<file path="config.mk">
export PLATFORM = sky130hd
export DESIGN_NAME = decode_queue
export DESIGN_NICKNAME = d
export VERILOG_FILES = /design/src/rtl/decode_queue.sv
export SDC_FILE = /design/constraint.sdc
export NUM_CORES = 1
export LEC_CHECK = 0
export CORE_UTILIZATION = 45
export DETAILED_ROUTE_END_ITERATION = 10
export GPL_TIMING_DRIVEN = 0
export HOLD_SLACK_MARGIN = 0.15
export PLACE_DENSITY = 0.71
export SKIP_CTS_REPAIR_TIMING = 1
export SLEW_MARGIN = 20
export SYNTH_ARGS = -nofsm -noshare
export SYNTH_HDL_FRONTEND = slang
export SYNTH_SLANG_ARGS = --single-unit
</file>
<file path="constraint.sdc">
create_clock -name clk_in -period 20.3 [get_ports clk_in]
set_clock_uncertainty 0.2 [all_clocks]
set_input_delay 5.075 -clock clk_in [delete_from_list [all_inputs] [get_ports clk_in]]
set_output_delay 5.075 -clock clk_in [all_outputs]
set_load 0.01 [all_outputs]
</file>
<file path="src/rtl/decode_queue.sv">
// Decode stage with an integrated circular instruction queue: buffers fetched
// instructions, decodes the head combinationally, issues under backpressure.
module decode_queue #(
  parameter int DEPTH = 8,
  parameter int CNT_W = $clog2(DEPTH) + 1
) (
  input  logic             clk_in,
  input  logic             rst_in,
  input  logic             rdy_in,
  input  logic             flush,
  input  logic             fetch_valid,
  input  logic [31:0]      fetch_inst,
  input  logic [31:0]      fetch_pc,
  input  logic             fetch_pred,
  output logic             fetch_ready,
  input  logic             RS_full,
  input  logic             LSB_full,
  input  logic             RoB_full,
  input  logic             RoB_stall,
  output logic             issue_valid,
  output logic [6:0]       opcode,
  output logic [4:0]       rd,
  output logic [4:0]       rs1,
  output logic [4:0]       rs2,
  output logic [2:0]       funct3,
  output logic             funct7,
  output logic [31:0]      imm,
  output logic [31:0]      issue_pc,
  output logic             issue_pred,
  output logic             need_LSB,
  output logic             illegal,
  output logic             redirect_valid,
  output logic [31:0]      redirect_pc,
  output logic [CNT_W-1:0] count
);

  localparam int PTR_W = $clog2(DEPTH);

  localparam logic [6:0] OP_R      = 7'b0110011;
  localparam logic [6:0] OP_IMM    = 7'b0010011;
  localparam logic [6:0] OP_LOAD   = 7'b0000011;
  localparam logic [6:0] OP_JALR   = 7'b1100111;
  localparam logic [6:0] OP_STORE  = 7'b0100011;
  localparam logic [6:0] OP_BRANCH = 7'b1100011;
  localparam logic [6:0] OP_LUI    = 7'b0110111;
  localparam logic [6:0] OP_AUIPC  = 7'b0010111;
  localparam logic [6:0] OP_JAL    = 7'b1101111;

  logic [31:0] inst_q [DEPTH];
  logic [31:0] pc_q   [DEPTH];
  logic        pred_q [DEPTH];

  logic [PTR_W-1:0] head_q, head_d;
  logic [PTR_W-1:0] tail_q, tail_d;
  logic [CNT_W-1:0] count_q, count_d;

  logic [31:0] head_inst;
  logic        is_jal;
  logic        is_branch;
  logic        stall;
  logic        enq;
  logic        fire;

  // Head entry and field extraction
  assign head_inst  = inst_q[head_q];
  assign issue_pc   = pc_q[head_q];
  assign issue_pred = pred_q[head_q];

  assign opcode = head_inst[6:0];
  assign rd     = head_inst[11:7];
  assign funct3 = head_inst[14:12];
  assign rs1    = head_inst[19:15];
  assign rs2    = head_inst[24:20];
  assign funct7 = head_inst[30];

  assign is_jal    = (opcode == OP_JAL);
  assign is_branch = (opcode == OP_BRANCH);
  assign need_LSB  = (opcode == OP_LOAD) || (opcode == OP_STORE);

  // NOTE: every variable written in a combinational block gets a default first,
  // so no path leaves it unassigned and no latch is inferred.
  always_comb begin
    imm     = '0;
    illegal = 1'b0;
    case (opcode)
      OP_LUI, OP_AUIPC: imm = {head_inst[31:12], 12'b0};
      OP_JAL:    imm = {{12{head_inst[31]}}, head_inst[19:12], head_inst[20],
                        head_inst[30:21], 1'b0};
      OP_BRANCH: imm = {{20{head_inst[31]}}, head_inst[7], head_inst[30:25],
                        head_inst[11:8], 1'b0};
      OP_STORE:  imm = {{21{head_inst[31]}}, head_inst[30:25], head_inst[11:7]};
      OP_IMM: begin
        if (funct3 == 3'b001 || funct3 == 3'b101)
          imm = {27'b0, head_inst[24:20]};
        else
          imm = {{21{head_inst[31]}}, head_inst[30:20]};
      end
      OP_LOAD, OP_JALR: imm = {{21{head_inst[31]}}, head_inst[30:20]};
      OP_R:      imm = '0;
      default:   illegal = 1'b1;
    endcase
  end

  assign stall = RoB_full || RoB_stall || (need_LSB && LSB_full) || (!need_LSB && RS_full);

  assign issue_valid    = (count_q != '0) && !stall && !flush && rdy_in;
  assign fire           = issue_valid;
  assign redirect_valid = fire && (is_jal || (is_branch && issue_pred));
  assign redirect_pc    = issue_pc + imm;

  // A full queue refuses input even if the head issues this cycle.
  assign fetch_ready = !rst_in && (count_q != CNT_W'(DEPTH));
  assign enq         = fetch_valid && fetch_ready && rdy_in && !flush && !redirect_valid;

  assign count = count_q;

  // Flush outranks redirect; both are frozen along with everything else while rdy_in is low.
  always_comb begin
    head_d  = head_q;
    tail_d  = tail_q;
    count_d = count_q;
    if (rdy_in) begin
      if (flush) begin
        head_d  = '0;
        tail_d  = '0;
        count_d = '0;
      end else if (redirect_valid) begin
        head_d  = tail_q;
        count_d = '0;
      end else begin
        if (enq)  tail_d = tail_q + PTR_W'(1);
        if (fire) head_d = head_q + PTR_W'(1);
        count_d = count_q + CNT_W'(enq) - CNT_W'(fire);
      end
    end
  end

  // NOTE: state registers use non-blocking assignments so every flop samples
  // pre-edge values regardless of block evaluation order.
  always_ff @(posedge clk_in or posedge rst_in) begin
    if (rst_in) begin
      head_q  <= '0;
      tail_q  <= '0;
      count_q <= '0;
    end else begin
      head_q  <= head_d;
      tail_q  <= tail_d;
      count_q <= count_d;
    end
  end

  // NOTE: the entry storage has no reset; count_q alone defines which slots
  // are live, so resetting the array would only add reset fan-out.
  always_ff @(posedge clk_in) begin
    if (enq) begin
      inst_q[tail_q] <= fetch_inst;
      pc_q[tail_q]   <= fetch_pc;
      pred_q[tail_q] <= fetch_pred;
    end
  end

endmodule
</file>
==> summary.md, run 1 <==
| Metric | Value |
|---|---|
| Detail Route met2 WL | `26.8 mm` |
| Number of global-route vias before repair | `12710` |
| Fmax | `70.8 MHz` |
| Ratio of cells with drive above 1 in the final layout | `0.213` |
| Crit path launch type | `flip-flop` |
| CTS root buf | `clkbuf_16` |
| YS warnings | `0` |
| Reg-to-reg setup timing slack | `15.44 ns` |
| Hold Crit Class | `reg2reg` |
| Pint | `1.88 mW` |
| Detail-routed net length per standard cell | `25.5 um` |
| Avg Inst Size Synth | `18.8 um2` |
| Final Max Tran Viols | `0` |
| Slew HR | `0.301` |
| Reg power frac | `0.510` |
| Critical path class | `reg2out` |
| Hold violation total from the final report | `0` |
| P_sw | `0.504 mW` |
| Post-Synthesis Cells | `1191` |
| Gate power share | `0.090` |
| DRC | `0` |
| CTS tree | `built` |
| Sw Share | `0.212` |
| WHS Path Cells | `1` |
| Post-synthesis async set-or-reset flop share | `0.0189` |
| Status | `complete, no violations` |
| Seq/Total Area, Yosys | `0.709` |
| Max H-tree Level | `2` |
| Pre-CTS setup slack | `6.78 ns` |
| Largest net degree at the start of global routing | `21` |
| Global Route Usage Sum | `0.225` |
| VDD IR max | `0.0000697 V` |
| Mapped Area | `22400 um2` |
| R2r startpoint | `head_q[1]$_DFFE_PP0P_` |
| Synth Flop Type | `edfxtp_1` |
| Static Leak | `9.02 nW` |
| I/O pin total | `206` |
| CTS clk-pin slew, worst paths | `0.06 ns` |
| Tcrit/Tclk final | `0.696` |
| Hold Path Sink | `count[0]$_DFFE_PP0P_` |
| Die W | `225 um` |
| Clock tree buffer depth | `3` |
| Hold Slack | `0.404 ns` |
| Die extent in y | `225 um` |
| Arrival @ worst endpoint | `8.86 ns` |
| Register area | `15900 um2` |
| Num rows | `81` |
| EDFF count, synth | `520` |
| First-pass GRT wire length | `82.1 mm` |
| Clk_lat worst skew | `0.58 ns` |
| Worst Slack Setup Final | `6.17 ns` |
| Setup-failing EPs final | `0` |
| Drt total wl | `56.4 mm` |
| Library cells used by synthesis | `72` |
| Core ar. | `49100 um2` |
| Number of buffers created by CTS | `51` |
| CTS sink cnt | `530` |
| Critical path data required time | `15.03 ns` |
| Multi-input logic area | `6180 um2` |
| Initial DRT Pass Iterations | `5` |
| Area Growth Syn to Fin | `23.7%` |
| Post-synth top area share | `0.697` |
| Via density | `5.66` |
| Clock power share | `0.400` |
| 1st-iter DRT viols | `1383` |
| P per Cell Area | `85.9 nW/um2` |
| Crit-path max FO | `10` |
| RSZ-0062 raised after global routing | `false` |
| Critical path endpoint category | `output port` |
| Syn_nets | `1306` |
| Routed met3 length | `4.53 mm` |
| GRT overflow | `0` |
| Initial antenna violation count | `9` |
| Hold_sp | `count[0]$_DFFE_PP0P_` |
| Area contributors post-synth | `edfxtp_1 70%, mux4_2 13%, ha_1 2.2%` |
| Port bufs | `205` |
| Filler cell count | `3726` |
| Final Net Count | `1620` |
| Die area | `50700 um2` |
| Detailed-routing wirelength on met1 | `23.4 mm` |
| Vias post-DR | `12499` |
| Max cap viols | `0` |
| Max layer used | `met5` |
| Minimum clock period after layout | `14.13 ns` |
| Reg2reg end | `inst_q[2][25]$_DFFE_PP_` |
| Detailed placement HPWL | `41.3 mm` |
| Post-DRT Antenna Nets | `0` |
| Yosys reg bits | `530` |
| Cell taking the most area after synthesis | `edfxtp_1` |
| GPL Wtd Cong | `0.887` |
| FF-to-FF path depth | `15` |
| Sum Neg Setup Slack | `0 ns` |
| Initial Util | `0.456` |
| Least-Margin Pin Slew | `1.05 ns` |
cell usage in the layout (no fill, tap or decap), types with 4 or more instances in the layout:
cell type / instances
a211oi_1: 7
a21o_1: 5
a21oi_1: 38
a31oi_1: 4
and3_1: 6
buf_1: 18
buf_2: 9
buf_4: 14
buf_6: 31
buf_8: 12
bufinv_16: 7
clkbuf_1: 25
clkbuf_16: 53
clkdlybuf4s50_1: 205
clkinv_1: 8
clkinv_2: 9
dfrtp_1: 10
diode_2: 4
edfxtp_1: 520
ha_1: 39
inv_1: 48
mux2_2: 39
mux2i_1: 33
mux4_2: 125
nand2_1: 32
nand2b_1: 5
nand3_1: 17
nor2_1: 39
nor2b_1: 9
nor3_1: 9
nor4_4: 4
o21a_1: 8
o21ai_0: 48
o21bai_1: 6
o22ai_1: 4
or2_2: 4
xnor2_1: 18
xor2_1: 7
per-stage QoR:
step                std cells  power, mW  instance area [um2]   util
finish                   2210       2.38                27700  0.565
global route             2206       2.45                27700  0.565
CTS                      2206       2.39                27700  0.565
detailed placement       2116       1.45                26000  0.530
global placement         2060       1.44                25300  0.515
floorplan                1191       1.35                22400      -
cell usage after synthesis (all sizes together), types with 3 or more instances:
library cell / count
edfxtp: 520
mux4: 125
o21ai: 50
inv: 48
mux2: 40
nor2: 40
ha: 39
a21oi: 38
buf: 33
mux2i: 33
nand2: 32
xnor2: 18
nand3: 17
clkbuf: 16
nor3: 11
dfrtp: 10
nor2b: 9
o21a: 8
a211oi: 7
o21bai: 7
xor2: 7
and3: 6
nand2b: 6
a21o: 5
nor4: 5
a31oi: 4
o22ai: 4
or2: 4
a22o: 3
a41o: 3
o211ai: 3
layer usage:
metal  vias up  track usage
li1       5500            -
met1      6402        0.311
met2       496        0.359
met3        89       0.0499
met4        12       0.0702
met5         -            0
registers in the layout (all words and copies together) (netlist names):
register  flops
inst_q      256
pred_q        8
tail_q        3
count         4
pc_q        256
head_q        3
critical path: stages, from the launching register on:
cell             delay (ns)
dfrtp_1                0.37
buf_6                  0.17
buf_2                  0.32
buf_2                  0.33
buf_1                  0.56
buf_1                  0.61
clkbuf_1               0.60
mux4_2                 0.42
mux2i_1                0.55
nor2_1                 0.23
ha_1                   0.41
nand3_1                0.26
o221ai_1               0.52
a32oi_1                0.42
a21oi_1                0.20
a211oi_1               0.55
o21ai_0                0.29
a31oi_1                0.63
xnor3_1                0.31
clkdlybuf4s50_1        0.49
logic make-up (layout without fill, tap and decap cells):
kind of cell             after synthesis  after routing  synth area share
flip-flops                           530            530             0.709
multiplexers                         198            198             0.161
AO/OA/AOI/OAI                        155            155            0.0443
AND/OR/NAND/NOR                      144            144            0.0339
buffers and inverters                 97            448            0.0180
adder cells (fa/ha/maj)               41             41            0.0236
XOR/XNOR                              26             26            0.0108
other                                  0              4                 0
layout make-up:
class / count / share of cell area
plain buffers: 49 / 0.00817
inverters: 48 / 0.00650
clock buffers: 62 / 0.0491
clock inverters: 28 / 0.0114
repair buffers: 261 / 0.0986
flip-flops and latches: 530 / 0.573
multi-input cells: 564 / 0.223
diodes: 4 / 0.000361
well taps: 664 / 0.0300
power groups by stage:
stage	Combinational (mW)	Sequential, mW	Clock (mW)
finish	0.214	1.21	0.953
global route	0.229	1.21	1.00
CTS	0.216	1.21	0.963
detailed placement	0.214	1.24	0
global placement	0.205	1.24	0
floorplan	0.108	1.24	0
how the worst max path moves through the flow:
stage | slack [ns] | startpoint | end | cells past startpoint
2_1_floorplan | 8.89 | rdy_in | redirect_valid | 5
3_5_place_dp | 6.78 | head_q[1]$_DFFE_PP0P_ | redirect_pc[31] | 19
3_3_place_gp | 5.47 | LSB_full | pc_q[2][7]$_DFFE_PP_ | 7
5_1_grt | 5.72 | head_q[1]$_DFFE_PP0P_ | redirect_pc[31] | 19
6_report | 6.17 | head_q[1]$_DFFE_PP0P_ | redirect_pc[31] | 19
4_1_cts | 6.15 | head_q[1]$_DFFE_PP0P_ | redirect_pc[31] | 19
Note: power is estimated with default switching activity, not from simulation.
==> run 2: changes to the inputs <==
Settings changed: PLACE_DENSITY 0.71 to 0.73.
Clock period 20.3 ns to 12.9 ns, I/O delays scaled along.
==> summary.md, run 2 (synthesis gave the netlist of run 1 again) <==
| Metric | Value |
|---|---|
| Initial DRT Pass Iterations | `5 (unchanged)` |
| GPL Wtd Cong | `0.901 (+1.5%)` |
| Area Growth Syn to Fin | `23.6%` |
| CTS sink cnt | `530 (unchanged)` |
| Status | `complete, no violations` |
| Max H-tree Level | `2 (unchanged)` |
| Number of global-route vias before repair | `12663 (-0.37%)` |
| Most frequent cells in the layout | `520 x edfxtp_1, 205 x clkdlybuf4s50_1, 125 x mux4_2, 53 x clkbuf_16` |
| Via density | `5.72 (+1.1%)` |
| Minimum clock period after layout | `12.20 ns` |
| RSZ-0062 raised after global routing | `false` |
| Layout Utilization | `0.564 (-0.000841)` |
| CP max stage delay | `0.64 ns (about the same)` |
| Hold violation total from the final report | `0 (unchanged)` |
| Detailed placement HPWL | `41.3 mm (about the same)` |
| Slew HR | `0.327 (+0.0268)` |
| Number of buffers created by CTS | `50 (-2.0%)` |
| Critical-path top delay cell | `a31oi_1` |
| Clk_lat worst skew | `0.57 ns (about the same)` |
| Final Net Count | `1619 (-0.062%)` |
| VDD IR max | `0.0000867 V (+25%)` |
| Least-Margin Pin Slew | `0.998 ns (-0.0507 ns)` |
| DP Area | `26000 um2 (about the same)` |
| Sum Neg Setup Slack | `0 ns (unchanged)` |
| Detail-routed net length per standard cell | `25.5 um (+0.18%)` |
| Register area | `15900 um2 (unchanged)` |
| Largest net degree at the start of global routing | `19 (-9.5%)` |
| Post-DRT Antenna Nets | `0 (unchanged)` |
| Static Leak | `8.98 nW (-0.35%)` |
| Global Route Usage Sum | `0.224 (-0.00105)` |
| Clock tree buffer depth | `3 (unchanged)` |
| Critical path class | `reg2out` |
| Port bufs | `205 (unchanged)` |
| Tcrit/Tclk final | `0.946` |
| Num rows | `81 (unchanged)` |
| Pwr Total | `3.69 mW (+55%)` |
| Multi-input logic area | `6180 um2 (unchanged)` |
| GRT overflow | `0 (unchanged)` |
| Core ar. | `49100 um2 (unchanged)` |
| Max cap viols | `0 (unchanged)` |
| Crit-path max FO | `10 (unchanged)` |
| P per Cell Area | `134 nW/um2 (+55%)` |
| Crit path launch type | `flip-flop` |
| Vias post-DR | `12625 (+1.0%)` |
| Initial Util | `0.456 (unchanged)` |
| Most common cell after layout, fill and taps aside | `edfxtp_1` |
| Hold Slack | `0.380 ns (-0.0240 ns)` |
| WHS Path Cells | `1 (unchanged)` |
| Arrival @ worst endpoint | `8.78 ns (-0.08 ns)` |
| Ratio of cells with drive above 1 in the final layout | `0.207 (-0.00557)` |
| Die extent in y | `225 um (unchanged)` |
| Drt total wl | `56.4 mm (+0.13%)` |
| Critical path endpoint category | `output port` |
| Die area | `50700 um2 (unchanged)` |
| Critical path data required time | `9.47 ns (-5.56 ns)` |
| Largest registers | `inst_q: 256 flops, pc_q: 256 flops, pred_q: 8 flops` |
| CTS root buf | `clkbuf_16` |
| CTS tree | `built` |
| I/O pin total | `206 (unchanged)` |
| CTS clk-pin slew, worst paths | `0.06 ns (about the same)` |
| Die W | `225 um (unchanged)` |
| Initial antenna violation count | `11 (+2)` |
| Worst-path cell chain | `buf_6, buf_2, buf_2, buf_1, buf_1, clkbuf_1, mux4_2, mux2i_1, nor2_1, ha_1, nand3_1, o221ai_1, a32oi_1, a21oi_1, a211oi_1, o21ai_0, a31oi_1, xnor3_1, clkdlybuf4s50_1` |
| Fmax | `82.0 MHz` |
| Final Max Tran Viols | `0 (unchanged)` |
| Setup-failing EPs final | `0 (unchanged)` |
| First-pass GRT wire length | `81.9 mm (-0.24%)` |
| Hold Crit Class | `reg2reg` |
| Filler cell count | `3683 (-1.2%)` |
| Final instance area | `27700 um2 (-0.15%)` |
| 1st-iter DRT viols | `1301 (-5.9%)` |
| FF-to-FF path depth | `14 (-1)` |
| DRC | `0 (unchanged)` |
-- run 2: layout make-up --
| cell class | count | area share |
|---|---|---|
| Sequential cell | 530 | 0.573 |
| Multi-Input combinational cell | 564 | 0.224 |
| Timing Repair Buffer | 261 | 0.0995 |
| Clock buffer | 62 | 0.0492 |
| Tap cell | 664 | 0.0300 |
| Clock inverter | 26 | 0.00914 |
| Buffer | 49 | 0.00819 |
| Inverter | 48 | 0.00651 |
| Antenna cell | 5 | 0.000452 |
-- run 2: stage by stage --
step / cells / worst slack, ns
2_1_floorplan: 1191 / 4.21
3_3_place_gp: 2060 / -0.174
3_5_place_dp: 2116 / 1.28
4_1_cts: 2204 / 0.657
5_1_grt: 2205 / 0.302
6_report: 2209 / 0.698
-- run 2: worst paths after layout --
kind | startpoint | endpoint | slack, ns
setup / recovery | head_q[1]$_DFFE_PP0P_ | redirect_pc[31] | 0.70
hold / removal | count[0]$_DFFE_PP0P_ | count[0]$_DFFE_PP0P_ | 0.38
setup reg to reg | head_q[0]$_DFFE_PP0P_ | pc_q[1][13]$_DFFE_PP_ | 7.96
hold reg to reg | count[0]$_DFFE_PP0P_ | count[0]$_DFFE_PP0P_ | 0.38
max in group asynchronous | rst_in | head_q[2]$_DFFE_PP0P_ | 9.40
min in group asynchronous | rst_in | tail_q[0]$_DFFE_PP0P_ | 2.81
-- run 2: layer usage --
metal | routed length (um) | track usage | vias to the layer above | part of all wire
met5 | 72 | 0 | - | 0.0013
met4 | 1370 | 0.0652 | 12 | 0.024
met3 | 5310 | 0.0588 | 92 | 0.094
met2 | 26800 | 0.356 | 568 | 0.47
met1 | 22900 | 0.306 | 6475 | 0.41
li1 | - | - | 5478 | -
-- run 2: critical path, delay by kind of cell, from the launching register on --
kind                     cells  cell delay (ns)
flip-flops                   1             0.38
AO/OA/AOI/OAI                6             2.58
multiplexers                 2             0.97
AND/OR/NAND/NOR              2             0.51
buffers and inverters        7             3.02
XOR/XNOR                     1             0.31
adder cells (fa/ha/maj)      1             0.42
-- run 2: report_power, final --
group / leakage (nW) / switching, mW / internal (mW) / total [mW]
Sequential: 4.82 / 0.00543 / 1.91 / 1.91
Clock: 0.777 / 0.604 / 0.843 / 1.45
Combinational: 3.39 / 0.175 / 0.162 / 0.337
==> run 3: changes to the inputs <==
Settings changed: TNS_END_PERCENT set to 5.
==> results of run 3 <==
The final DEF is identical to that of run 2; final timing and power are the same.
